### src/rtl/bus_arbiter.sv
// bus_arbiter: shares one slave bus between the instruction-fetch (imem) and
// data (dmem) masters. One transaction at a time: IDLE -> arbitrate + decode,
// BUSY -> drive the selected slave until ready or timeout, RESP -> one-cycle
// ready pulse to the granted master. Every output comes straight from a flop.
//
// Ports:
//   clock, reset            system clock, asynchronous active-high reset
//   imem_*                  fetch master: valid/addr in, ready/rdata/error out
//   dmem_*                  data master: valid/addr/wdata/wstrb in, ready/rdata/error out
//   slave_addr/wdata/wstrb  latched request, shared by all slaves
//   slave_instr             1 while serving a fetch
//   <slave>_valid/ready/rdata  per-slave handshake for bram, print, clint, clic
module bus_arbiter #(
  parameter logic [31:0] bram_base_addr  = 32'h0000000,
  parameter logic [31:0] bram_top_addr   = 32'h0100000,
  parameter logic [31:0] print_base_addr = 32'h1000000,
  parameter logic [31:0] print_top_addr  = 32'h1000004,
  parameter logic [31:0] clint_base_addr = 32'h2000000,
  parameter logic [31:0] clint_top_addr  = 32'h200C000,
  parameter logic [31:0] clic_base_addr  = 32'h3000000,
  parameter logic [31:0] clic_top_addr   = 32'h3005000,
  parameter logic [15:0] timeout_cycles  = 16'd1023
) (
  input  logic        clock,
  input  logic        reset,
  input  logic        imem_valid,
  input  logic [31:0] imem_addr,
  output logic        imem_ready,
  output logic [31:0] imem_rdata,
  output logic        imem_error,
  input  logic        dmem_valid,
  input  logic [31:0] dmem_addr,
  input  logic [31:0] dmem_wdata,
  input  logic [3:0]  dmem_wstrb,
  output logic        dmem_ready,
  output logic [31:0] dmem_rdata,
  output logic        dmem_error,
  output logic [31:0] slave_addr,
  output logic [31:0] slave_wdata,
  output logic [3:0]  slave_wstrb,
  output logic        slave_instr,
  output logic        bram_valid,
  output logic        print_valid,
  output logic        clint_valid,
  output logic        clic_valid,
  input  logic        bram_ready,
  input  logic        print_ready,
  input  logic        clint_ready,
  input  logic        clic_ready,
  input  logic [31:0] bram_rdata,
  input  logic [31:0] print_rdata,
  input  logic [31:0] clint_rdata,
  input  logic [31:0] clic_rdata
);

  typedef enum logic [1:0] {IDLE, BUSY, RESP} state_t;

  state_t      state_q, state_d;
  logic        last_instr_q, last_instr_d;  // 1 = last grant went to fetch
  logic        instr_q, instr_d;
  logic [31:0] addr_q, addr_d, wdata_q, wdata_d, rdata_q, rdata_d;
  logic [3:0]  wstrb_q, wstrb_d;
  logic [3:0]  sel_q, sel_d;                // {clic, clint, print, bram}
  logic [15:0] cnt_q, cnt_d;
  logic        irdy_q, irdy_d, ierr_q, ierr_d, drdy_q, drdy_d, derr_q, derr_d;

  logic        pick_data;
  logic [31:0] req_addr;
  logic [3:0]  hit, hit_1h, slv_rdy;
  logic        sel_rdy;
  logic [31:0] sel_rdata;

  // Tie goes to whichever master did not win last time.
  assign pick_data = dmem_valid & (~imem_valid | last_instr_q);
  assign req_addr  = pick_data ? dmem_addr : imem_addr;

  assign hit[0] = (req_addr >= bram_base_addr)  && (req_addr < bram_top_addr);
  assign hit[1] = (req_addr >= print_base_addr) && (req_addr < print_top_addr);
  assign hit[2] = (req_addr >= clint_base_addr) && (req_addr < clint_top_addr);
  assign hit[3] = (req_addr >= clic_base_addr)  && (req_addr < clic_top_addr);
  // Regions should not overlap; if misconfigured, lowest index wins so the
  // select stays one-hot.
  assign hit_1h = hit[0] ? 4'b0001 : hit[1] ? 4'b0010 :
                  hit[2] ? 4'b0100 : hit[3] ? 4'b1000 : 4'b0000;

  assign slv_rdy   = {clic_ready, clint_ready, print_ready, bram_ready};
  assign sel_rdy   = |(sel_q & slv_rdy);
  assign sel_rdata = ({32{sel_q[0]}} & bram_rdata)  | ({32{sel_q[1]}} & print_rdata) |
                     ({32{sel_q[2]}} & clint_rdata) | ({32{sel_q[3]}} & clic_rdata);

  always_comb begin
    state_d      = state_q;
    last_instr_d = last_instr_q;
    instr_d      = instr_q;
    addr_d       = addr_q;
    wdata_d      = wdata_q;
    wstrb_d      = wstrb_q;
    sel_d        = sel_q;
    cnt_d        = cnt_q;
    rdata_d      = rdata_q;
    irdy_d       = 1'b0;
    ierr_d       = 1'b0;
    drdy_d       = 1'b0;
    derr_d       = 1'b0;
    case (state_q)
      IDLE: begin
        if (imem_valid || dmem_valid) begin
          instr_d      = ~pick_data;
          last_instr_d = ~pick_data;
          addr_d       = req_addr;
          wdata_d      = pick_data ? dmem_wdata : 32'h0;
          wstrb_d      = pick_data ? dmem_wstrb : 4'h0;
          cnt_d        = 16'd0;
          if (|hit) begin
            sel_d   = hit_1h;
            state_d = BUSY;
          end else begin
            // Unmapped: answer with an error straight away, nothing driven.
            rdata_d = 32'h0;
            irdy_d  = ~pick_data;
            ierr_d  = ~pick_data;
            drdy_d  = pick_data;
            derr_d  = pick_data;
            state_d = RESP;
          end
        end
      end
      BUSY: begin
        if (sel_rdy) begin
          rdata_d = sel_rdata;
          sel_d   = 4'b0000;
          irdy_d  = instr_q;
          drdy_d  = ~instr_q;
          state_d = RESP;
        end else if ({1'b0, cnt_q} + 17'd1 >= {1'b0, timeout_cycles}) begin
          // timeout_cycles BUSY cycles have elapsed with no ready.
          rdata_d = 32'h0;
          sel_d   = 4'b0000;
          irdy_d  = instr_q;
          ierr_d  = instr_q;
          drdy_d  = ~instr_q;
          derr_d  = ~instr_q;
          state_d = RESP;
        end else begin
          cnt_d = cnt_q + 16'd1;
        end
      end
      RESP:    state_d = IDLE;
      default: state_d = IDLE;
    endcase
  end

  always_ff @(posedge clock or posedge reset) begin
    if (reset) begin
      state_q      <= IDLE;
      last_instr_q <= 1'b1;
      instr_q      <= 1'b0;
      addr_q       <= 32'h0;
      wdata_q      <= 32'h0;
      wstrb_q      <= 4'h0;
      sel_q        <= 4'b0000;
      cnt_q        <= 16'd0;
      rdata_q      <= 32'h0;
      irdy_q       <= 1'b0;
      ierr_q       <= 1'b0;
      drdy_q       <= 1'b0;
      derr_q       <= 1'b0;
    end else begin
      state_q      <= state_d;
      last_instr_q <= last_instr_d;
      instr_q      <= instr_d;
      addr_q       <= addr_d;
      wdata_q      <= wdata_d;
      wstrb_q      <= wstrb_d;
      sel_q        <= sel_d;
      cnt_q        <= cnt_d;
      rdata_q      <= rdata_d;
      irdy_q       <= irdy_d;
      ierr_q       <= ierr_d;
      drdy_q       <= drdy_d;
      derr_q       <= derr_d;
    end
  end

  assign imem_ready  = irdy_q;
  assign imem_error  = ierr_q;
  assign imem_rdata  = rdata_q;
  assign dmem_ready  = drdy_q;
  assign dmem_error  = derr_q;
  assign dmem_rdata  = rdata_q;
  assign slave_addr  = addr_q;
  assign slave_wdata = wdata_q;
  assign slave_wstrb = wstrb_q;
  assign slave_instr = instr_q;
  assign bram_valid  = sel_q[0];
  assign print_valid = sel_q[1];
  assign clint_valid = sel_q[2];
  assign clic_valid  = sel_q[3];

endmodule

### config.mk
export PLATFORM = sky130hd
export DESIGN_NAME = bus_arbiter
export DESIGN_NICKNAME = d
export VERILOG_FILES = /design/src/rtl/bus_arbiter.sv
export SDC_FILE = /design/constraint.sdc
export NUM_CORES = 1
export LEC_CHECK = 0
export BUFFER_PORTS_ARGS = -buffer_cell sky130_fd_sc_hd__buf_2
export CAP_MARGIN = 30
export CORE_AREA = 2 2 148 150
export DETAILED_ROUTE_END_ITERATION = 6
export DIE_AREA = 0 0 150 152
export HOLD_SLACK_MARGIN = 0.06
export REMOVE_ABC_BUFFERS = 1
export SLEW_MARGIN = 20
export SYNTH_ARGS = -nofsm -noshare
export SYNTH_HDL_FRONTEND = slang
export SYNTH_SLANG_ARGS = --single-unit
export TNS_END_PERCENT = 30
### constraint.sdc
create_clock -name clock -period 4.84 [get_ports clock]
set_input_delay 0.242 -clock clock [delete_from_list [all_inputs] [get_ports clock]]
set_output_delay 0.242 -clock clock [all_outputs]
set_load 0.02 [all_outputs]
# Yosys cells after proc, flatten, opt, wreduce, memory -nomap -nowiden
# Index checks and enable logic that the tools add are counted.
# totals
register_bits	128
latchBits	0
ramBits	0
rom_bits	0
inputBits	236
output_inout_bits	141
wordCells	98
memories	0
# classes
add_sub_neg	2
mul	0
div_mod_pow	0
magnitude_cmp	9
n_eq_ne	7
shift	0
n_mux	40
n_bitwise	13
n_reduce_logical	14
# op_table
op	count
$mux W32	6
$and A32 B32 Y32	4
$or A32 B32 Y32	3
$ge A32 B26 Y1 const B	2
$lt A32 B26 Y1 const B	2
$pmux W32 S2	1
$mux W16	3
$mux W4	9
$ge A32 B1 Y1 const B	1
$ge A32 B25 Y1 const B	1
$lt A32 B21 Y1 const B	1
$lt A32 B25 Y1 const B	1
$pmux W16 S2	1
$add A16 B1 Y17 const B	1
$ge A17 B10 Y1 const B	1
$add A16 B1 Y16 const B	1
$reduce_and A4 Y1	3
$mux W1	10
$ne A2 B2 Y1 const B	5
$mux W2	4
$pmux W1 S2	4
$pmux W4 S2	1
$reduce_or A4 Y1	2
$and A4 B4 Y4	1
11 further kinds	17

# Depth between registers and ports, before layout
# logic_depth
depth_word	13
depth_mapped	9

# Worst setup path before layout
# OpenSTA, ideal clock, no wires.
# synth_timing
path_type	register -> register
from	register last_instr_q
to	register rdata_q[0], in the netlist dmem_rdata[0]
setup_time_ns	0.122
arrival_ns	2.361
required_time_ns	4.718
setup_slack_ns	2.357
path_stages_with_launch	10
cell_sequence	dfstp_2 -> nand2b_1 -> and2_1 -> buf_2 -> mux2i_1 -> a211oi_2 -> or3_1 -> buf_4 -> buf_2 -> a32o_1
# synth_between
elab_chain_len	8
elab_cells_between_ends	18
cone_classes	order compare (8); eq/ne (1); mux (1); bitwise (2); reduce/logical (6)
# synth_rtl
item	line_no	source
start, declared	59	logic last_instr_q, last_instr_d;
start signal, assigned	170	last_instr_q <= last_instr_d;
$or A1 B1 Y1 *	74	assign pick_data = dmem_valid & (~imem_valid | last_instr_q);
$and A1 B1 Y1 *	74	
$mux W32 *	75	assign req_addr = pick_data ? dmem_addr : imem_addr;
$ge A32 B1 Y1, or another cell as far along	77	assign hit[0] = (req_addr >= bram_base_addr) && (req_addr < bram_top_addr);
$logic_and A1 B1 Y1 (on tied branches)	--	
$reduce_or A4 Y1 *	114	if (|hit) begin
$ne A2 B2 Y1 (no source line) *	--	
$reduce_and A4 Y1 (no source line) *	--	
end signal, assigned	177	rdata_q <= rdata_d;
end, declared	61	logic [31:0] addr_q, addr_d, wdata_q, wdata_d, rdata_q, rdata_d;
# Mark *: on every way between the ends. The rest lies on a longest branch, timed or not.
# A chain may end at the register's enable or synchronous reset.

# Final worst setup path
# layout_timing
from	register cnt_q[0]
to	register rdata_q[9], in the netlist dmem_rdata[9]
# layout_between
elab_chain_len	4
# layout_rtl
item	line_no	source
start, declared	64	logic [15:0] cnt_q, cnt_d;
start signal, assigned	176	cnt_q <= cnt_d;
$add A16 B1 Y17	135	end else if ({1'b0, cnt_q} + 17'd1 >= {1'b0, timeout_cycles}) begin
$ge A17 B10 Y1	135	
$ne A3 B3 Y1 (no source line)	--	
$reduce_and A4 Y1 (no source line)	--	
# No other way between the ends.

==> summary.txt <==
MaxCap Viol Count - 0
Mean Syn Cell Area - 9.90 µm²
DR vias - 6,771
Num rows - 54
Final WS setup - 1.77 ns
Unrepaired setup endpoints after global routing - no
TritonCTS clock tree - done
CTS max path bufs - 2
Hold Crit Start - dmem_addr[1]
Critical Path End - dmem_rdata[9]
TritonRoute pass-1 iters - 5
Synth warn - 0
Total gr overflow - 0
FF-to-FF End - dmem_rdata[9]
Critical Path Source - cnt_q[0]
Pwr dens - 336 nW/µm²
Worst Path Arrival - 3.41 ns
Layout Area Growth over Synthesis - 43.2%
Nets - 1,268
Final wirelength - 22,400 µm
Synth cell count leaders - dfrtp_1, nand2_1, a22oi_1
Area taken by multi-input logic gates - 2960 µm²
Post-Place Setup Slack - 1.78 ns
TritonCTS buffer count - 17
DPL Wire Length - 15,900 µm
Max-slew violations - 0
Sequential Area - 3200 µm²
Share of cells above drive strength 1 - 0.425
Final hold vios - 0
1st-iter DRT viols - 445
Top cells by area, synth - dfrtp_1, a22oi_1, nand2_1, a22o_1, a32o_1
Final Setup Violations - 0
Full die area - 22,800 µm²
RR Startpoint - cnt_q[0]
Initial Util - 0.311
Worst Clk Skew - 0.00903 ns
Core Region - 21,400 µm²
Sequential area share after synthesis - 0.483
Synth async-reset ratio - 1.00
Fmax - 326 MHz
# IOs - 377
# fillers - 2,105
Worst Setup End Kind - flop
Setup bufs post-CTS - 0
Reg2reg setup slack - 1.77 ns
Routed Antenna Nets - 0
Most common flop cell mapped by yosys - dfrtp_1
Post-Syn Area - 6640 µm²
Outcome - finished, final reports clean
# DRC - 0
Final min period - 3.07 ns
Critical path class - reg2reg
Layout Cells excl Fill - 1,324
Worst R2R Path Depth - 8
# H-tree levels - 4
Clk_lat worst skew - 0.42 ns
Antenna violations before repair - 2
Top-area cell type share of the netlist area - 0.479
Post-synthesis register bit count - 128
Via density - 5.11
Most common cell in the synthesized netlist - dfrtp_1
Mapped Cells - 670
Synth area leader - dfrtp_1
Post-synth EDFFs - 0
Rel. slew slack - 0.462
Post-Place Cells - 1,255
Startpoint Class - flop
Leakage - 4.88 nW
Clk slew on worst S/H paths - 0.06 ns
Worst IR Drop VDD - 0.183 mV
Total clock sinks - 128
Finished Core Util - 0.445
Hold path cells - 3
Routability cong. - 0.833
HP Class - in2reg
Largest net degree at the start of global routing - 78
Worst EP required - 5.18 ns
Root buf cell - clkbuf_16
Die Wd - 150 µm
Final hold slack - 0.0805 ns
Synth unique cells - 61
IO buf count - 376
Number of global-route vias before repair - 6,567
Crit-path max FO - 32
Per-cell routed wire length - 16.9 µm
Period utilisation layout - 0.634
First-pass GRT wire length - 34,900 µm
Die Y - 152 µm
All-Layer GR Usage - 0.194
Slew @ Worst Pin - 0.806 ns
Final TNS setup - 0 ns
flip-flops by register name (all words and copies together) (netlist names):
register and cells:
cnt_q 16, dmem_error 1, dmem_rdata 32, dmem_ready 1, imem_error 1, imem_ready 1
last_instr_q 1, sel_q 4, slave_addr 32, slave_instr 1, slave_wdata 32, slave_wstrb 4
state_q 2
per-layer routing:
layer,vias up,GRT usage,part of all wire
met4,2,0.0562,0.015
met5,-,0,0.00058
met3,26,0.0480,0.078
met1,3203,0.245,0.42
met2,318,0.327,0.48
li1,3222,-,-
layout by cell type (no fill, tap or decap), types with 4 or more instances in the layout:
cell,instances
or4_1,5
nand2_1,107
a22o_1,38
nand4_1,4
a32o_1,33
nand2b_1,6
nor3_1,6
and3_1,6
o21ai_0,4
nand3_1,8
nor2_1,47
inv_1,5
dfrtp_1,127
buf_4,13
dlygate4sd3_1,35
buf_2,376
a22oi_1,65
and2_1,7
a211o_1,4
mux2i_1,6
nor4_1,16
clkbuf_16,17
clkinvlp_4,5
a31oi_1,32
xnor2_1,4
how the worst min path moves through the flow:
stage	end	slack (ns)
final	slave_addr[1]	0.08
after global placement	slave_wdata[31]	0.46
after floorplan	slave_wdata[0]	0.37
after detailed placement	slave_wdata[26]	0.46
after CTS	slave_wstrb[2]	0.06
after global routing	slave_wstrb[2]	0.07
what timing repair did:
item / CTS / global route
hold buffers: 34 / 1
endpoints found under the hold margin: 34 / 32
resized for setup: 0 / 0
layout make-up:
cell class	count	area share
flip-flops and latches	128	0.337
clock inverters	15	0.0195
well taps	280	0.0369
inverters	6	0.00263
repair buffers	425	0.247
multi-input cells	452	0.311
diodes	1	0.000263
clock buffers	17	0.0448
through the flow:
step                area [µm²]  total power [W]
floorplan                 6170          0.00158
global placement          8520          0.00187
detailed placement        8520          0.00187
CTS                       9470          0.00323
global route              9500          0.00335
finish                    9500          0.00319
power by group:
part	switching [W]	internal (W)
Combinational	0.000387	0.000249
Clock	0.000506	0.000815
Sequential	0.0000574	0.00118
Total	0.000951	0.00224
cells by family after synthesis:
logic type,Yosys count,share of synthesized area
buffers and inverters,90,0.0737
AND/OR/NAND/NOR,230,0.163
multiplexers,7,0.0107
flip-flops,128,0.483
adder cells (fa/ha/maj),2,0.00377
XOR/XNOR,5,0.00660
AO/OA/AOI/OAI,208,0.260
critical path: stages (launching register included):
cell and delay (ns):
dfrtp_1 0.42, ha_1 0.25, nand3_1 0.27, nor4_1 0.33, mux2i_1 0.32, o2111ai_2 0.27
o31ai_4 0.47, buf_4 0.41, a32o_1 0.23
Note: power is estimated with default switching activity, not from simulation.
